`src/rtl/alu_multiword_seq.sv`:
```
// -----------------------------------------------------------------------------
// alu_multiword_seq
//
// Purpose:
//   Sequences a multi-word (NWORDS x WIDTH bit) AND/OR/ADD/SUB through an
//   external single-word ALU. One word is processed per clock, least
//   significant word first. Carry (ADD) or borrow (SUB) is chained from the
//   ALU flag output back into the ALU flag input of the next word.
//   A start/busy/done handshake frames each operation.
//
// Ports:
//   clk, rst          single rising-edge clock, synchronous active-high reset
//   start             operation request, only sampled while idle
//   op                00 AND, 01 OR, 10 ADD, 11 SUB
//   opa, opb          full-width operands, captured when start is accepted
//   busy              high while words are being processed
//   done              one-cycle pulse when result/flags are valid
//   result            full-width result, held until the next accepted start
//   carry_out         final carry (ADD) / borrow (SUB), 0 for AND/OR
//   zero              result == 0
//   alu_a, alu_b      operand words to the ALU (0 when not running)
//   alu_ctrl          ALU operation select (0 when not running)
//   alu_flag_in       chained carry/borrow into the ALU (0 when not running)
//   alu_result        ALU result word (combinational from the ALU)
//   alu_flag_out      ALU carry/borrow out (combinational from the ALU)
//
// Optional feature (macro ALU_SEQ_OVF_EN):
//   When defined, adds output ovf: signed overflow of the full-width ADD/SUB,
//   0 for AND/OR, updated together with carry_out/zero.
// -----------------------------------------------------------------------------
module alu_multiword_seq #(
    parameter int WIDTH  = 8,
    parameter int NWORDS = 4
) (
    input  logic                      clk,
    input  logic                      rst,
    input  logic                      start,
    input  logic [1:0]                op,
    input  logic [WIDTH*NWORDS-1:0]   opa,
    input  logic [WIDTH*NWORDS-1:0]   opb,
    output logic                      busy,
    output logic                      done,
    output logic [WIDTH*NWORDS-1:0]   result,
    output logic                      carry_out,
    output logic                      zero,
    output logic [WIDTH-1:0]          alu_a,
    output logic [WIDTH-1:0]          alu_b,
    output logic [1:0]                alu_ctrl,
    output logic                      alu_flag_in,
    input  logic [WIDTH-1:0]          alu_result,
    input  logic                      alu_flag_out
`ifdef ALU_SEQ_OVF_EN
    ,
    output logic                      ovf
`endif
);

    localparam int TOTAL = WIDTH * NWORDS;
    localparam int IDX_W = (NWORDS > 1) ? $clog2(NWORDS) : 1;
    localparam logic [IDX_W-1:0] LAST_IDX = IDX_W'(NWORDS - 1);

    localparam logic [1:0] OP_ADD = 2'b10;
    localparam logic [1:0] OP_SUB = 2'b11;

    typedef enum logic [1:0] {
        S_IDLE = 2'd0,
        S_RUN  = 2'd1,
        S_DONE = 2'd2
    } state_t;

    state_t              state_q, state_d;
    logic [IDX_W-1:0]    idx_q, idx_d;
    logic [TOTAL-1:0]    opa_q, opa_d;
    logic [TOTAL-1:0]    opb_q, opb_d;
    logic [1:0]          op_q, op_d;
    logic                c_q, c_d;
    logic [TOTAL-1:0]    result_q, result_d;
    logic                carry_out_q, carry_out_d;
    logic                zero_q, zero_d;

    // Operand words as arrays so the active word is a simple index.
    logic [WIDTH-1:0]    opa_words [NWORDS];
    logic [WIDTH-1:0]    opb_words [NWORDS];

    // Result with the word currently coming back from the ALU merged in.
    // Used both as the next result register value and for the zero flag,
    // so zero already sees the final word on the edge into DONE.
    logic [TOTAL-1:0]    result_merged;

    logic                is_arith;
    logic                run_word;

    assign is_arith = (op_q == OP_ADD) || (op_q == OP_SUB);
    assign run_word = (state_q == S_RUN);

    genvar gi;
    generate
        for (gi = 0; gi < NWORDS; gi++) begin : g_words
            assign opa_words[gi] = opa_q[gi*WIDTH +: WIDTH];
            assign opb_words[gi] = opb_q[gi*WIDTH +: WIDTH];
            assign result_merged[gi*WIDTH +: WIDTH] =
                (run_word && (idx_q == IDX_W'(gi))) ? alu_result
                                                    : result_q[gi*WIDTH +: WIDTH];
        end
    endgenerate

`ifdef ALU_SEQ_OVF_EN
    logic ovf_q, ovf_d;
    logic a_msb, b_msb, r_msb;

    // Sign bits of the most significant word; only meaningful on the last
    // RUN cycle, which is the only time ovf_d is taken.
    assign a_msb = opa_words[LAST_IDX][WIDTH-1];
    assign b_msb = opb_words[LAST_IDX][WIDTH-1];
    assign r_msb = alu_result[WIDTH-1];
`endif

    // Next-state and ALU drive
    always_comb begin
        state_d     = state_q;
        idx_d       = idx_q;
        opa_d       = opa_q;
        opb_d       = opb_q;
        op_d        = op_q;
        c_d         = c_q;
        result_d    = result_q;
        carry_out_d = carry_out_q;
        zero_d      = zero_q;
`ifdef ALU_SEQ_OVF_EN
        ovf_d       = ovf_q;
`endif
        alu_a       = '0;
        alu_b       = '0;
        alu_ctrl    = 2'b00;
        alu_flag_in = 1'b0;

        case (state_q)
            S_IDLE: begin
                if (start) begin
                    state_d = S_RUN;
                    idx_d   = '0;
                    opa_d   = opa;
                    opb_d   = opb;
                    op_d    = op;
                    c_d     = 1'b0;
                end
            end

            S_RUN: begin
                alu_a       = opa_words[idx_q];
                alu_b       = opb_words[idx_q];
                alu_ctrl    = op_q;
                alu_flag_in = is_arith ? c_q : 1'b0;
                result_d    = result_merged;
                c_d         = alu_flag_out;
                if (idx_q == LAST_IDX) begin
                    // idx holds at the last word; only a new start rewinds it.
                    state_d     = S_DONE;
                    carry_out_d = is_arith ? alu_flag_out : 1'b0;
                    zero_d      = (result_merged == '0);
`ifdef ALU_SEQ_OVF_EN
                    case (op_q)
                        OP_ADD:  ovf_d = (a_msb == b_msb) && (r_msb != a_msb);
                        OP_SUB:  ovf_d = (a_msb != b_msb) && (r_msb != a_msb);
                        default: ovf_d = 1'b0;
                    endcase
`endif
                end else begin
                    idx_d = idx_q + 1'b1;
                end
            end

            S_DONE: begin
                state_d = S_IDLE;
            end

            default: begin
                state_d = S_IDLE;
            end
        endcase
    end

    always_ff @(posedge clk) begin
        if (rst) begin
            state_q     <= S_IDLE;
            idx_q       <= '0;
            opa_q       <= '0;
            opb_q       <= '0;
            op_q        <= 2'b00;
            c_q         <= 1'b0;
            result_q    <= '0;
            carry_out_q <= 1'b0;
            zero_q      <= 1'b0;
`ifdef ALU_SEQ_OVF_EN
            ovf_q       <= 1'b0;
`endif
        end else begin
            state_q     <= state_d;
            idx_q       <= idx_d;
            opa_q       <= opa_d;
            opb_q       <= opb_d;
            op_q        <= op_d;
            c_q         <= c_d;
            result_q    <= result_d;
            carry_out_q <= carry_out_d;
            zero_q      <= zero_d;
`ifdef ALU_SEQ_OVF_EN
            ovf_q       <= ovf_d;
`endif
        end
    end

    assign busy      = (state_q == S_RUN);
    assign done      = (state_q == S_DONE);
    assign result    = result_q;
    assign carry_out = carry_out_q;
    assign zero      = zero_q;
`ifdef ALU_SEQ_OVF_EN
    assign ovf       = ovf_q;
`endif

endmodule
```
`config.mk`:
```
export PLATFORM = sky130hd
export DESIGN_NAME = alu_multiword_seq
export DESIGN_NICKNAME = d
export VERILOG_FILES = /design/src/rtl/alu_multiword_seq.sv
export SDC_FILE = /design/constraint.sdc
export NUM_CORES = 1
export LEC_CHECK = 0
export ABC_AREA = 1
export BUFFER_PORTS_ARGS = -buffer_cell sky130_fd_sc_hd__buf_2
export CAP_MARGIN = 20
export CORE_UTILIZATION = 35
export DETAILED_ROUTE_END_ITERATION = 7
export MAX_ROUTING_LAYER = met4
export PLACE_DENSITY_LB_ADDON = 0.12
export SLEW_MARGIN = 20
export SYNTH_ARGS = -nofsm -noshare
export SYNTH_HDL_FRONTEND = slang
export SYNTH_SLANG_ARGS = --single-unit
```
`constraint.sdc`:
```
create_clock -name clk -period 2 [get_ports clk]
set_input_delay 0.5 -clock clk [delete_from_list [all_inputs] [get_ports clk]]
set_output_delay 0.5 -clock clk [all_outputs]
set_load 0.02 [all_outputs]
```
Word-level counts from Yosys, hierarchy flattened
Index checks and enable logic that the tools add are counted.
{ "word_totals": {"register_bits": 105, "in_bits": 78, "elab_cells": 60} }
{ "classes": {"n_addsub": 1, "order_cmp": 1, "n_eq_ne": 10, "mux": 24, "n_bitwise": 1, "reduce_logical": 14} }
{ "op_table": {"columns": ["op", "n"], "rows": [
  ["$mux 8", 10],
  ["$bmux 8 s2", 2],
  ["$logic_not 32->1", 1],
  ["$eq 2x2->1 const B", 5],
  ["$mux 2", 5],
  ["$pmux 2 s2", 2],
  ["$reduce_and 2->1", 4],
  ["$eq 2x1->1 const B", 2],
  ["$logic_and 1x1->1", 4],
  ["$logic_not 2->1", 2],
  ["$mux 1", 4],
  ["$ne 2x2->1 const B", 2],
  ["$ge 3x3->1 const B", 1],
  ["$not 2->3", 1],
  ["$reduce_and 3->1", 1],
  ["$add 2x1->2 const B", 1],
  ["$ne 2x1->1 const B", 1],
  ["$pmux 1 s2", 1],
  ["$reduce_bool 2->1", 1],
  ["$logic_or 1x1->1", 1]
]} }

Depth between registers and ports, before layout
Gate-level depths: netlist of the first run.
{ "logic_depth": {"word_depth": 5, "ltp_mapped": 14, "ltp_nobuf": 11} }

Worst setup path after synthesis of the first run
No wires, ideal clock.
{ "synth_path": {"kind": "register to register", "startpoint": "register idx_q[1]", "endpoint": "register zero_q, in the netlist zero", "arrival_time_ns": 1.996, "required_time_ns": 1.933, "slack_ns": -0.063, "stages_incl_launch_ff": 14, "path_cell_list": "dfxtp_1 buf_2 clkinv_1 clkbuf_1 ha_1 nand3_2 buf_4 o21ai_1 nand2_1 nor2_1 nand2_1 nor2_1 nand2_1 a21oi_2"} }
{ "synth_via": {"elab_chain_len": 4} }
{ "synth_lines": {"columns": ["element", "line_no", "rtl"], "rows": [
  ["start, declared", "72", "logic [IDX_W-1:0] idx_q, idx_d;"],
  ["start signal, assigned", "199", "idx_q <= idx_d;"],
  ["$eq 2x1->1 (tied with other cells)", "102", "(run_word && (idx_q == IDX_W'(gi))) ? alu_result"],
  ["$logic_and 1x1->1", "102", null],
  ["$mux 8", "102", null],
  ["$logic_not 32->1", "160", "zero_d = (result_merged == '0);"],
  ["end signal, assigned", "206", "zero_q <= zero_d;"],
  ["end, declared", "79", "logic zero_q, zero_d;"]
]} }
Parallel ways exist; a longest one is shown, timed or not.
A chain may end at the register's enable or synchronous reset.

Worst setup path after layout of the first run
{ "layout_path": {"startpoint": "register idx_q[0]", "endpoint": "output alu_b[6]"} }
{ "layout_via": {"elab_chain_len": 5} }
{ "layout_lines": {"columns": ["element", "line_no", "rtl"], "rows": [
  ["$not 2->3 (implied by the code)", "151", "alu_b = opb_words[idx_q];"],
  ["$bmux 8 s2", "151", null],
  ["$mux 8 (implied by the code) (2 in series)", "151", null],
  ["$mux 8", "137", "case (state_q)"],
  ["end, declared", "47", "output logic [WIDTH-1:0] alu_b,"]
]} }
No other way between the ends. The select of a mux whose other input is x is not followed.

==> flow_metrics.py, run 1 <==
metrics = {
    "sta": {
        "rsz0062_at_grt": "true",
        "fin_hold_ws_ps": 384,
        "slew_violations": 0,
        "setup_viol": 13,
        "period_share_pct": 103,
        "tightest_slew_ps": 445,
        "slew-limit-headroom_pct": 70.4,
        "fmax_ghz": 0.484,
        "hold_viol": 0,
        "min_period_ps": 2060,
        "skew_ps": 10.1,
        "fin_ws_ps": -64.0,
        "tns_ps": -487,
    },
    "drt": {
        "routedWlPerCell_um": 14.2,
        "vias": 4670,
        "wirelength_mm": 14.0,
        "drt_iter0_markers": 245,
        "ant_nets": 0,
        "vias_per_cell": 4.73,
        "post-route-drc-count": 0,
        "dr.pass1.iters": 4,
    },
    "grt": {
        "gr-total-overflow": 0,
        "grt_max_degree": 62,
        "top_usage_layer": "met2",
        "antenna_found_initial": 1,
        "grtUsageTotal_pct": 21.2,
        "use_met1_pct": 25.4,
        "use_met3_pct": 3.53,
        "globalRouteMet2Util_pct": 35.0,
        "grt_pass1_wl_mm": 21.1,
        "grt_pass1_vias": 4216,
    },
    "critical_path": {
        "crit-reg2reg-launch": "idx_q[0]$_SDFFE_PP0P_",
        "crit_chain": "clkinvlp_4 -> buf_12 -> buf_16 -> o21ai_4 -> a21oi_2 -> buf_4",
        "endpoint_kind": "primary output",
        "cp_top_family": "buffers and inverters",
        "path_class": "flip-flop to primary output",
        "crit_arrival_ps": 1560,
        "cp_num_buf_inv": 4,
        "setup.worst_path.start": "idx_q[0]$_SDFFE_PP0P_",
        "cp_max_fo": 8,
        "crit_path_max_incr_delay_ps": 390,
        "startpoint_type": "flip-flop",
        "critPathSlowestCell": "dfxtp_4",
        "cp.required_ps": 1500,
    },
    "logic_synthesis": {
        "seq_area_frac_synth_pct": 45.6,
        "async_reset_ff_share_pct": 0,
        "synth.avg_cell_area_um2": 6.74,
        "synth_cell_types": 25,
        "ys.flop_type": "dfxtp_1",
        "yosys-top-cells-area": "dfxtp_1, nor2_1, o21ai_0, nand2_1, inv_1",
        "synth_cells": 684,
        "ys_ff_latch": 105,
        "yosysTopAreaCell": "dfxtp_1",
        "yosys_warnings": 0,
        "synth_top_area_share_pct": 45.6,
        "synth.cell_area_mm2": 0.00461,
        "synth_edf_count": 0,
        "syn_nets": 766,
    },
    "cts": {
        "clkSinkCount": 105,
        "clock_latency_ps": 350,
        "cts_tree": "built",
        "clockBufferDepth": 2,
        "htreeDepth": 3,
        "ctsHoldBuffers": 0,
        "cts_buffers": 9,
        "clockRootBuffer": "clkbuf_16",
        "path_clk_slew_ps": 70,
    },
    "finish": {
        "mostFrequentLayoutCells": "nor2_1, buf_2, dfxtp_1, nand2_1, o21ai_0",
        "drive_gt1_share_pct": 27.7,
        "fill_cells": 1368,
        "nets": 892,
        "multi_input_area_mm2": 0.00233,
        "final_common_cell": "nor2_1",
        "synthToLayoutAreaGrowth_pct": 34.0,
        "seq_area_mm2": 0.00211,
    },
    "floorplanning": {
        "die_area_mm2": 0.0136,
        "ios": 133,
        "start_util_pct": 36.2,
        "die_w_um": 117,
        "rows": 41,
        "die_h_um": 117,
        "core_area_mm2": 0.0127,
    },
    "power_and_ir_drop": {
        "combPwrFrac_pct": 22.3,
        "p_int_mw": 3.62,
        "pwr-share-clk_pct": 32.5,
        "p_sw_mw": 1.58,
        "p_total_mw": 5.19,
        "swShare_pct": 30.4,
        "power_leakage_nw": 2.89,
        "power-per-cell-area_mw_per_mm2": 841,
        "seq_power_share_pct": 45.2,
        "vdd_drop_max_uv": 460,
    },
    "run_status": {
        "violations": "setup timing",
        "status": "finished, violations left",
    },
    "hold_path": {
        "hold_start": "opa[26]",
        "min_path_type": "input pin to flip-flop",
    },
    "place": {
        "dp_hpwl_mm": 9.64,
        "place_congestion": 0.905,
        "place_ws_ps": 120,
        "io_buffer_count": 132,
    },
    "job": {
        "max_cap_viol_count": 0,
    },
}
## tightest hold or removal path, cell delays in order
cell and delay (ps):
buf_2 70, o21ai_1 50, nor2_1 70
## routing by layer
metal  wire, µm  up-vias
li1           -     2415
met1       6300     2113
met2       6700      125
met3        634       17
met4        348        0
met5          0        -
## state kept, by name, indices dropped and copies added, names as in the netlist
| name | cells |
|---|---|
| c_q | 1 |
| carry_out | 1 |
| idx_q | 2 |
| op_q | 2 |
| opa_q | 32 |
| opb_q | 32 |
| result | 32 |
| state_q | 2 |
| zero | 1 |
## power groups by stage
stage / Clock (mW) / Sequential [mW] / Combinational [mW]
after floorplan: 0 / 2.39 / 0.619
after global routing: 1.81 / 2.37 / 1.29
final: 1.69 / 2.35 / 1.16
after CTS: 1.73 / 2.35 / 1.10
after detailed placement: 0 / 2.38 / 0.980
after global placement: 0 / 2.38 / 0.977
## cells by family after synthesis
group	share of synthesized area, %
AOI/OAI and AO/OA	14.8
adders and majority gates	1.09
buffers and inverters	8.69
DFF	45.6
and+or+nand+nor	29.9
## through the flow
step | utilization, % | cell area (µm²) | cells
3_3_place_gp | 42.9 | 5460 | 963
3_5_place_dp | 42.9 | 5460 | 963
6_report | 48.5 | 6180 | 988
5_1_grt | 48.5 | 6180 | 988
4_1_cts | 47.2 | 6010 | 986
2_1_floorplan | - | 4610 | 684
## synthesized netlist by cell type, types with 2 or more instances
library cell    n
nor2_1        243
dfxtp_1       105
o21ai_0        97
nand2_1        76
inv_1          46
clkbuf_1       25
a21oi_1        22
nand3_1        20
o21ai_1        12
buf_2          10
buf_6           4
ha_1            4
nand3_2         4
buf_1           2
buf_4           2
inv_2           2
nand4_1         2
## final cells by class
class                           count  share of cell area, %
Multi-Input combinational cell    487                   37.8
Sequential cell                   105                   34.2
Timing Repair Buffer              158                   16.8
Clock buffer                       12                   4.15
Tap cell                          172                   3.48
Inverter                           49                   3.12
Clock inverter                      4                  0.446
Antenna cell                        1                 0.0405
## repair_timing
item | CTS | global route
pin swaps | 6 | 5
setup endpoints to repair | 16 | 17
cloned | 2 | 1
endpoints found under the hold margin | 0 | 0
setup buffers | 5 | 0
gates resized for setup | 75 | 36
## final timing paths
| path | endpoint | slack (ps) | depth (start not counted) |
|---|---|---|---|
| max | alu_b[6] | -60 | 6 |
| min | opa_q[26]$_SDFFE_PP0P_ | 380 | 3 |
| max reg2reg | zero$_SDFFE_PP0P_ | 70 | 13 |
| min reg2reg | op_q[0]$_SDFFE_PP0P_ | 450 | 2 |
(Power assumes the default switching activity.)
==> run 2: changes to the inputs <==
--- a/config.mk
+++ b/config.mk
@@ -8,7 +8,7 @@
 export ABC_AREA = 1
 export BUFFER_PORTS_ARGS = -buffer_cell sky130_fd_sc_hd__buf_2
 export CAP_MARGIN = 20
-export CORE_UTILIZATION = 35
+export CORE_UTILIZATION = 47
 export DETAILED_ROUTE_END_ITERATION = 7
 export MAX_ROUTING_LAYER = met4
 export PLACE_DENSITY_LB_ADDON = 0.12
==> constraint.sdc (replaced) <==
create_clock -name clk -period 1.68 [get_ports clk]
set_input_delay 0.42 -clock clk [delete_from_list [all_inputs] [get_ports clk]]
set_output_delay 0.42 -clock clk [all_outputs]
set_load 0.02 [all_outputs]
==> flow_metrics.py, run 2 (synthesis gave the netlist of run 1 again) <==
metrics = {
    "grt": {
        "grt_max_degree": 69,
        "gr-total-overflow": 0,
        "antenna_found_initial": 1,
        "grt_pass1_vias": 4440,
        "grtUsageTotal_pct": 27.5,
        "grt_pass1_wl_mm": 20.9,
    },
    "drt": {
        "dr.pass1.iters": 5,
        "ant_nets": 0,
        "vias_per_cell": 4.94,
        "wirelength_mm": 13.1,
        "drt_iter0_markers": 211,
        "post-route-drc-count": 0,
        "vias": 4734,
        "routedWlPerCell_um": 13.7,
    },
    "finish": {
        "layout.cells.non_filler": 958,
        "mostFrequentLayoutCells": "nor2_1, buf_2, dfxtp_1, nand2_1, o21ai_0",
        "final_common_cell": "nor2_1",
        "drive_gt1_share_pct": 30.2,
        "nets": 906,
        "finalInstanceArea_mm2": 0.00625,
        "synthToLayoutAreaGrowth_pct": 35.6,
    },
    "sta": {
        "fin_hold_ws_ps": 289,
        "min_period_ps": 1930,
        "skew_ps": 12.5,
        "fmax_ghz": 0.519,
        "period_share_pct": 115,
        "hold_viol": 0,
        "tightest_slew_ps": 416,
        "tns_ps": -3710,
        "slew_violations": 0,
        "slew-limit-headroom_pct": 71.9,
        "fin_ws_ps": -247,
        "rsz0062_at_grt": "true",
        "setup_viol": 20,
    },
    "critical_path": {
        "crit_arrival_ps": 1510,
        "cp.required_ps": 1260,
        "r2r_cells": 11,
        "startpoint_type": "flip-flop",
        "rr_endpoint": "zero$_SDFFE_PP0P_",
        "regToRegSetupSlack_ps": -60,
        "cp_max_fo": 15,
        "endpoint_kind": "primary output",
        "crit-reg2reg-launch": "idx_q[0]$_SDFFE_PP0P_",
        "path_class": "flip-flop to primary output",
    },
    "hold_path": {
        "min_to": "opa_q[25]$_SDFFE_PP0P_",
        "hold_start": "opa[25]",
        "min_path_type": "input pin to flip-flop",
        "hold_depth": 3,
    },
    "power_and_ir_drop": {
        "power_leakage_nw": 2.92,
        "vdd_drop_max_uv": 565,
        "power-per-cell-area_mw_per_mm2": 929,
        "p_total_mw": 5.81,
    },
    "run_status": {
        "status": "finished, violations left",
        "violations": "setup timing",
    },
    "floorplanning": {
        "rows": 35,
        "start_util_pct": 49.2,
        "die_h_um": 101,
        "die_w_um": 101,
        "die_area_mm2": 0.0102,
        "core_area_mm2": 0.00937,
        "ios": 133,
    },
    "place": {
        "dp_hpwl_mm": 9.65,
        "dp_cells": 936,
        "place_congestion": 0.883,
        "io_buffer_count": 132,
        "placed_area_mm2": 0.00572,
    },
    "cts": {
        "clockRootBuffer": "clkbuf_8",
        "cts_buffers": 9,
        "clockBufferDepth": 2,
        "path_clk_slew_ps": 100,
        "htreeDepth": 3,
        "clkSinkCount": 105,
        "cts_tree": "built",
        "clock_latency_ps": 370,
    },
    "job": {
        "max_cap_viol_count": 0,
    },
}
-- run 2: changes by cell type in the layout (fill, tap and decap cells not counted), moves of 7 or more --
| cell | delta |
|---|---|
| o21ai_1 | +12 |
| buf_4 | +11 |
| buf_6 | +10 |
| clkbuf_16 | -9 |
| a21oi_4 | +8 |
| a21oi_1 | -7 |
| clkbuf_8 | +7 |
-- run 2: cell type report --
type | instances | area [µm²]
fillers | 872 | 3120
multi-input cells | 486 | 2390
flip-flops and latches | 105 | 2110
repair buffers | 173 | 1190
inverters | 49 | 199
well taps | 129 | 161
clock buffers | 9 | 124
clock inverters | 6 | 68.8
diodes | 1 | 2.50
-- run 2: report_power, final --
part,internal (mW),leakage (nW),switching [mW]
logic,0.593,1.96,0.840
registers,2.68,0.867,0.128
clock network,0.689,0.0892,0.886
-- run 2: worst max-delay path by stage --
stage / cells after the start / slack (ps) / end / from
4_1_cts: 6 / -260 / alu_b[1] / idx_q[0]$_SDFFE_PP0P_
3_5_place_dp: 10 / -70 / zero$_SDFFE_PP0P_ / idx_q[0]$_SDFFE_PP0P_
3_3_place_gp: 12 / -30 / zero$_SDFFE_PP0P_ / idx_q[0]$_SDFFE_PP0P_
5_1_grt: 6 / -320 / alu_b[1] / idx_q[0]$_SDFFE_PP0P_
2_1_floorplan: 14 / -90 / zero$_SDFFE_PP0P_ / idx_q[0]$_SDFFE_PP0P_
6_report: 6 / -250 / alu_b[1] / idx_q[0]$_SDFFE_PP0P_
-- run 2: layer usage --
metal  up-vias  wire, µm  track usage [%]
met5         -         0                -
met2       139      6430             47.2
met1      2137      5580             32.2
li1       2431         -                -
met3        27       662             3.88
met4         0       427             11.8
-- run 2: metrics by stage --
step | setup slack [ps] | utilization (%)
6_report | -247 | 66.7
5_1_grt | -316 | 66.7
4_1_cts | -262 | 66.3
3_5_place_dp | -66.0 | 61.0
3_3_place_gp | -30.1 | 61.0
2_1_floorplan | -87.1 | -
-- run 2: timing repair --
item,4_1_cts,5_1_grt
hold buffers,0,0
pin swaps,6,2
buffers inserted,5,0
endpoints found under the setup margin,20,23
gates resized for setup,104,11
cloned,1,0
-- run 2: critical path, cell delays in order, from the launching register on --
cell and delay, ps:
dfxtp_4 430, buf_12 150, nor2_1 60, nor2_1 90, o21ai_1 110, a21oi_4 150, buf_4 150
